==> config.mk <==
export PLATFORM = sky130hd
export DESIGN_NAME = contador_param_sinc
export DESIGN_NICKNAME = d
export VERILOG_FILES = /design/src/rtl/contador_param_sinc.sv
export SDC_FILE = /design/constraint.sdc
export NUM_CORES = 1
export LEC_CHECK = 0
export CORE_ASPECT_RATIO = 1.5
export CORE_MARGIN = 2
export CORE_UTILIZATION = 30
export DETAILED_ROUTE_END_ITERATION = 8
export MAX_ROUTING_LAYER = met4
export PLACE_DENSITY_LB_ADDON = 0.05
export SYNTH_ARGS = -nofsm -noshare
export SYNTH_HDL_FRONTEND = slang
export SYNTH_SLANG_ARGS = --single-unit
==> constraint.sdc <==
create_clock -name clk -period 3.5 [get_ports clk]
set_clock_uncertainty 0.1 [all_clocks]
set_input_delay 0.525 -clock clk [delete_from_list [all_inputs] [get_ports clk]]
set_output_delay 0.525 -clock clk [all_outputs]
set_load 0.03 [all_outputs]
==> src/rtl/contador_param_sinc.sv <==
// contador_param_sinc: WIDTH-bit synchronous +1/-1/-3/load counter built from nibble slices with registered per-nibble carry flags; define COUNTER_SAT_EN for saturating arithmetic
module contador_param_sinc #(
  parameter int WIDTH = 16
) (
  input  logic             clk,
  input  logic             reset_L,
  input  logic             enb,
  input  logic [1:0]       modo,
  input  logic [WIDTH-1:0] D,
  output logic [WIDTH-1:0] Q,
  output logic             RCO,
  output logic [WIDTH/4-1:0] nib_co
);
  localparam int NIB = WIDTH / 4;
  if (WIDTH % 4 != 0 || WIDTH < 4) begin : g_bad
    $error("contador_param_sinc: WIDTH must be a multiple of 4 and >= 4");
  end
  logic             sub;
  logic [WIDTH-1:0] k;
  logic [WIDTH-1:0] r;
  logic [NIB:0]     c;
  assign sub  = modo != 2'b00;
  assign k    = modo[1] ? WIDTH'(3) : WIDTH'(1);
  assign c[0] = 1'b0;
  for (genvar i = 0; i < NIB; i++) begin : g_nib
    logic [4:0] s;
    assign s = sub ? {1'b0, Q[4*i+:4]} - {1'b0, k[4*i+:4]} - {4'b0, c[i]}
                   : {1'b0, Q[4*i+:4]} + {1'b0, k[4*i+:4]} + {4'b0, c[i]};
    assign r[4*i+:4] = s[3:0];
    assign c[i+1]    = s[4];
  end
  // counter state and flags for the update just taken
  always_ff @(posedge clk or negedge reset_L)
    if (!reset_L) begin
      Q      <= '0;
      RCO    <= 1'b0;
      nib_co <= '0;
    end else if (!enb) begin
      RCO    <= 1'b0;
      nib_co <= '0;
    end else if (&modo) begin
      Q      <= D;
      RCO    <= 1'b0;
      nib_co <= '0;
    end
`ifdef COUNTER_SAT_EN
    else if (c[NIB]) begin
      Q      <= modo == 2'b00 ? '1 : '0;
      RCO    <= 1'b1;
      nib_co <= '0;
    end
`endif
    else begin
      Q      <= r;
      RCO    <= c[NIB];
      nib_co <= c[NIB:1];
    end
endmodule

# ---- Yosys cells after proc, flatten, opt, wreduce, memory -nomap -nowiden
# Cells that the tools add are included.
# Widths: inputs -> output; s select.
dict set report op_classes {
  n_addsub 14
  n_mux 10
  n_reduce_logical 2
}
# op n
set op_table {}
lappend op_table {{$mux 5} 4}
lappend op_table {{$mux 16} 1}
lappend op_table {{$add 4x1->5 const B} 3}
lappend op_table {{$add 5x1->5} 3}
lappend op_table {{$sub 4x1->5 const B} 3}
lappend op_table {{$sub 5x1->5} 3}
lappend op_table {{$mux 4} 2}
lappend op_table {{$add 4x2->5} 1}
lappend op_table {{$sub 4x2->5} 1}
lappend op_table {{$mux 1} 2}
lappend op_table {{$mux 2} 1}
lappend op_table {{$reduce_and 2->1} 1}
lappend op_table {{$reduce_bool 2->1} 1}
dict set report totals {
  register_bits 21
  in_bits 21
  out_inout_bits 21
  elab_cells 29
}

# ---- Depth between registers and ports, before layout
dict set report logic_depth {
  depth_word 11
  mapped_depth 21
}

# ---- Worst setup path after synthesis
# No wires, ideal clock.
dict set report synth_timing {
  path_type {in2reg}
  from {input modo[0]}
  to {register Q[13]}
  arrival_time_ps 3743
  slack_ps -478
  stages 21
  path_buffers 0
  path_cell_list {nor2_4 -> inv_4 -> ha_1 -> nor2b_1 -> o21a_1 -> or3_1 -> nand2_1 -> ha_1 -> ha_1 -> o21ai_2 -> o31ai_2 -> ha_1 -> ha_1 -> o21ai_2 -> o31ai_2 -> ha_1 -> ha_1 -> inv_1 -> mux2i_1 -> o211ai_1 -> o21ai_0}
}
dict set report synth_between {
  elab_chain_cells 9
  word_cells_on_any_way 13
  classes_between {add/sub (6); mux (5); reduce/logical (2)}
}
# item line_no
set synth_lines {}
lappend synth_lines {{start: declaration} 8} ;# input logic [1:0] modo,
lappend synth_lines {{$reduce_bool 2->1} 22} ;# assign sub = modo != 2'b00;
lappend synth_lines {{$mux 5} 27} ;# assign s = sub ? {1'b0, Q[4*i+:4]} - {1'b0, k[4*i+:4]} - {4'b0, c[i]}
lappend synth_lines {{$add 5x1->5 or $sub 5x1->5 (tied branches)} {28, 27}}
lappend synth_lines {{$mux 5} 27}
lappend synth_lines {{$add 5x1->5 or $sub 5x1->5 (tied branches)} {28, 27}}
lappend synth_lines {{$mux 5} 27}
lappend synth_lines {{$add 5x1->5 or $sub 5x1->5 (tied branches)} {28, 27}}
lappend synth_lines {{$mux 5} 27}
lappend synth_lines {{$mux 16 *} 41} ;# end else if (&modo) begin
lappend synth_lines {{end signal: assignment} 54} ;# Q <= r;
lappend synth_lines {{end: declaration} 10} ;# output logic [WIDTH-1:0] Q,
# Mark *: on every way between the ends. The rest lies on a longest branch, timed or not.
# A chain may end at the register's enable or synchronous reset.

# ---- Final worst setup path
# Ends and elaborated chain as after synthesis.

==> impl_metrics.yaml <==
clocking:
  clkSinkCount: 20
  clkLatencyLatePin_ns: 0.26
  h-tree-depth: 1
  clk_pin_slew_ns: 0.08
  cts_max_path_buffers: 2
  cts_tree: "built"
  cts_made_buffers: 3
  cts_root_buffer: "clkbuf_8"
  cts_hold_buf: 0
pwr:
  switchingPower_w: 0.000500
  power.share.clock_pct: 15.2
  p_leak_nw: 1.03
  switching_share_pct: 40.8
  p_int_w: 0.000724
  combPwrFrac_pct: 55.2
  ir_drop_uv: 216
  power.density_mw_per_mm2: 492
  total_power_w: 0.00122
  sequentialPowerShare_pct: 29.6
yosys:
  async_reset_ff_share_pct: 100
  synth_seq_cells: 20
  synth.yosys.seq_area_share_pct: 32.8
  syn_nets: 206
  synthFlopType: "dfrtp_1"
  syn_inst: 169
  synth_edf_count: 0
  synth.distinct_cells: 42
  synth_area_mm2: 0.00153
  syn_avg_cell_area_um2: 9.03
  yosys_warnings: 0
sta:
  fin_ws_ns: -0.235
  slew_violations: 0
  fin_setup_tns_ns: -0.721
  max_clock_freq_mhz: 268
  hold_viol: 0
  maxSlewHeadroom_pct: 31.5
  period_needed_ns: 3.73
  setup_violations: 4
  worstMarginPinSlew_ns: 1.02
  rsz0062_at_grt: "true"
  timing.final.crit_share_pct: 107
route:
  ant_nets: 0
  drt-wirelength-per-cell_um: 14.6
  drt_first_pass_iters: 4
  wl_um: 4400
  viasPerCell: 5.02
  drc: 0
  num_vias: 1511
  initialDrtViolationCount: 73
worst_setup_path:
  arrival_ns: 3.78
  worst-setup-path-type: "in -> reg"
  worst_setup_path_end_kind: "register"
  worst_setup_path_start_kind: "input pin"
  crit_required_ns: 3.55
  cp_max_fo: 3
floorplanning:
  die_h_um: 91.4
  placeableCoreArea_mm2: 0.00485
  initial_core_util_pct: 31.5
  die_area_mm2: 0.00569
  num_rows: 31
  ios: 42
  fp.dieW_um: 62.2
placed_design:
  port_buffers: 41
  dp_hpwl_um: 3170
  dp_worst_setup_slack_ns: -1.15
  place_congestion: 0.840
global_routing:
  antenna_found_initial: 0
  grt.overflow.total: 0
  grtUsageTotal_pct: 16.6
  grt_pass1_vias: 1606
  grt_pass1_wl_um: 7420
  grt_max_degree: 21
job:
  drv_cap: 0
finish:
  syn_to_final_growth_pct: 63.0
  layout-drive-gt1-share_pct: 31.5
  final_nets: 273
  fill_cells: 469
  n_antenna_cell: 0
worst_hold_path:
  min_path_type: "reg -> reg"
status:
  status: "finished with violations"
  violations: "negative setup slack"
## worst paths after layout
| kind | to | from | cells after the start | slack [ns] |
|---|---|---|---|---|
| worst max-delay path | Q[13] | modo[0] | 23 | -0.23 |
| worst min-delay path | Q[12] | Q[12] | 2 | 0.51 |
| worst max register to register | Q[13] | Q[0] | 21 | -0.15 |
| worst min register to register | Q[12] | Q[12] | 2 | 0.51 |
| max in group asynchronous | nib_co[2] | reset_L | 1 | 1.96 |
| min in group asynchronous | Q[7] | reset_L | 1 | 0.71 |
## power by group through the flow
stage	Clock [W]	Combinational (W)	Sequential, W
CTS	0.000198	0.000675	0.000362
detailed placement	0	0.000607	0.000358
global route	0.000205	0.000744	0.000373
floorplan	0	0.000249	0.000452
global placement	0	0.000607	0.000356
finish	0.000186	0.000676	0.000362
## cell families (layout without fill, tap and decap cells)
group | after synthesis | after routing | share of synthesized area, %
AO/OA/AOI/OAI | 57 | 57 | 25.5
AND/OR/NAND/NOR | 45 | 45 | 16.8
buffers and inverters | 27 | 93 | 8.69
flip-flops | 20 | 20 | 32.8
adder cells (fa/ha/maj) | 16 | 16 | 13.6
multiplexers | 4 | 4 | 2.62
## metal layers
| layer | vias up | track usage (%) | share of wire [%] |
|---|---|---|---|
| li1 | 743 | - | - |
| met1 | 735 | 19.2 | 43 |
| met2 | 28 | 30.0 | 52 |
| met3 | 5 | 2.11 | 3.8 |
| met4 | 0 | 4.44 | 1.1 |
| met5 | - | - | 0 |
## cell type report
cell class | instances | area (um2) | share of cell area [%]
Inverter | 17 | 66.3 | 2.67
Sequential cell | 20 | 500 | 20.1
Clock buffer | 4 | 55.1 | 2.21
Multi-Input combinational cell | 122 | 1120 | 45.0
Timing Repair Buffer | 72 | 664 | 26.7
Tap cell | 66 | 82.6 | 3.32
## worst max-delay path, cell delays in order
cell and delay [ns]:
buf_8 0.10, nor2_4 0.13, inv_4 0.05, ha_4 0.21, nor2b_4 0.12, o21a_1 0.17
or3_4 0.35, nand2_4 0.08, buf_6 0.09, ha_4 0.13, ha_4 0.12, nand4_1 0.13
o31ai_4 0.11, ha_2 0.26, ha_4 0.14, o21ai_4 0.06, o31ai_4 0.21, ha_2 0.26
ha_4 0.20, inv_2 0.04, mux2i_1 0.05, o211ai_1 0.16, o21ai_1 0.09
## layout by cell type (no fill, tap or decap), types with 2 or more instances in the layout
cell type and instances:
clkdlybuf4s50_1 39, buf_4 28, dfrtp_1 20, inv_1 14, nand2_1 13, o211ai_1 11
a21oi_1 9, ha_4 8, o21ai_1 6, nand4_1 5, o21ai_0 5, nor2b_1 4
nand3b_1 4, nor2_1 4, mux2i_1 4, ha_1 4, clkbuf_8 4, a31oi_1 3
ha_2 3, buf_6 3, nor2b_4 2, o21ai_4 2, inv_2 2, o21ai_2 2
o31ai_4 2, nand3_1 2, and3_1 2, a21boi_2 2, o22ai_2 2, a21boi_1 2
o22ai_1 2, buf_8 2
## flip-flops by register name (all words and copies together) (netlist names)
register / flops
RCO: 1
nib_co: 3
Q: 16
## cell usage after synthesis (2+ instances only)
cell type	n	share of area (%)
nand2_1	14	3.4
o211ai_1	11	5.4
mux2i_1	4	2.6
nor2b_1	6	2.5
a21boi_1	4	2.0
o21ai_0	7	2.3
ha_1	15	12
o21ai_2	2	1.1
and3_1	2	0.82
nand3b_1	4	2.0
o22ai_1	4	1.6
buf_2	2	0.66
dfrtp_1	20	33
nand3_1	3	0.98
a31oi_1	3	1.2
o21ai_1	6	2.0
nand4_1	5	2.0
o31ai_2	2	1.6
buf_6	3	2.2
inv_1	15	3.7
nor2_1	4	0.98
clkbuf_1	4	0.98
a21oi_1	10	3.3
## stage by stage
stage / hold slack (ns) / area [um2] / cells / utilization [%]
5_1_grt: 0.526 / 2490 / 301 / 51.3
3_5_place_dp: 0.489 / 2220 / 288 / 45.9
4_1_cts: 0.502 / 2430 / 298 / 50.1
3_3_place_gp: 0.463 / 2220 / 288 / 45.9
6_report: 0.506 / 2490 / 301 / 51.3
2_1_floorplan: 0.129 / 1630 / 169 / -
## what timing repair did
item                                    CTS  global route
pin swaps                                12            13
setup buffers                             6             3
gates cloned                              0             0
endpoints found under the setup margin    8             5
gates resized for setup                  35             6
(Power assumes the default switching activity.)
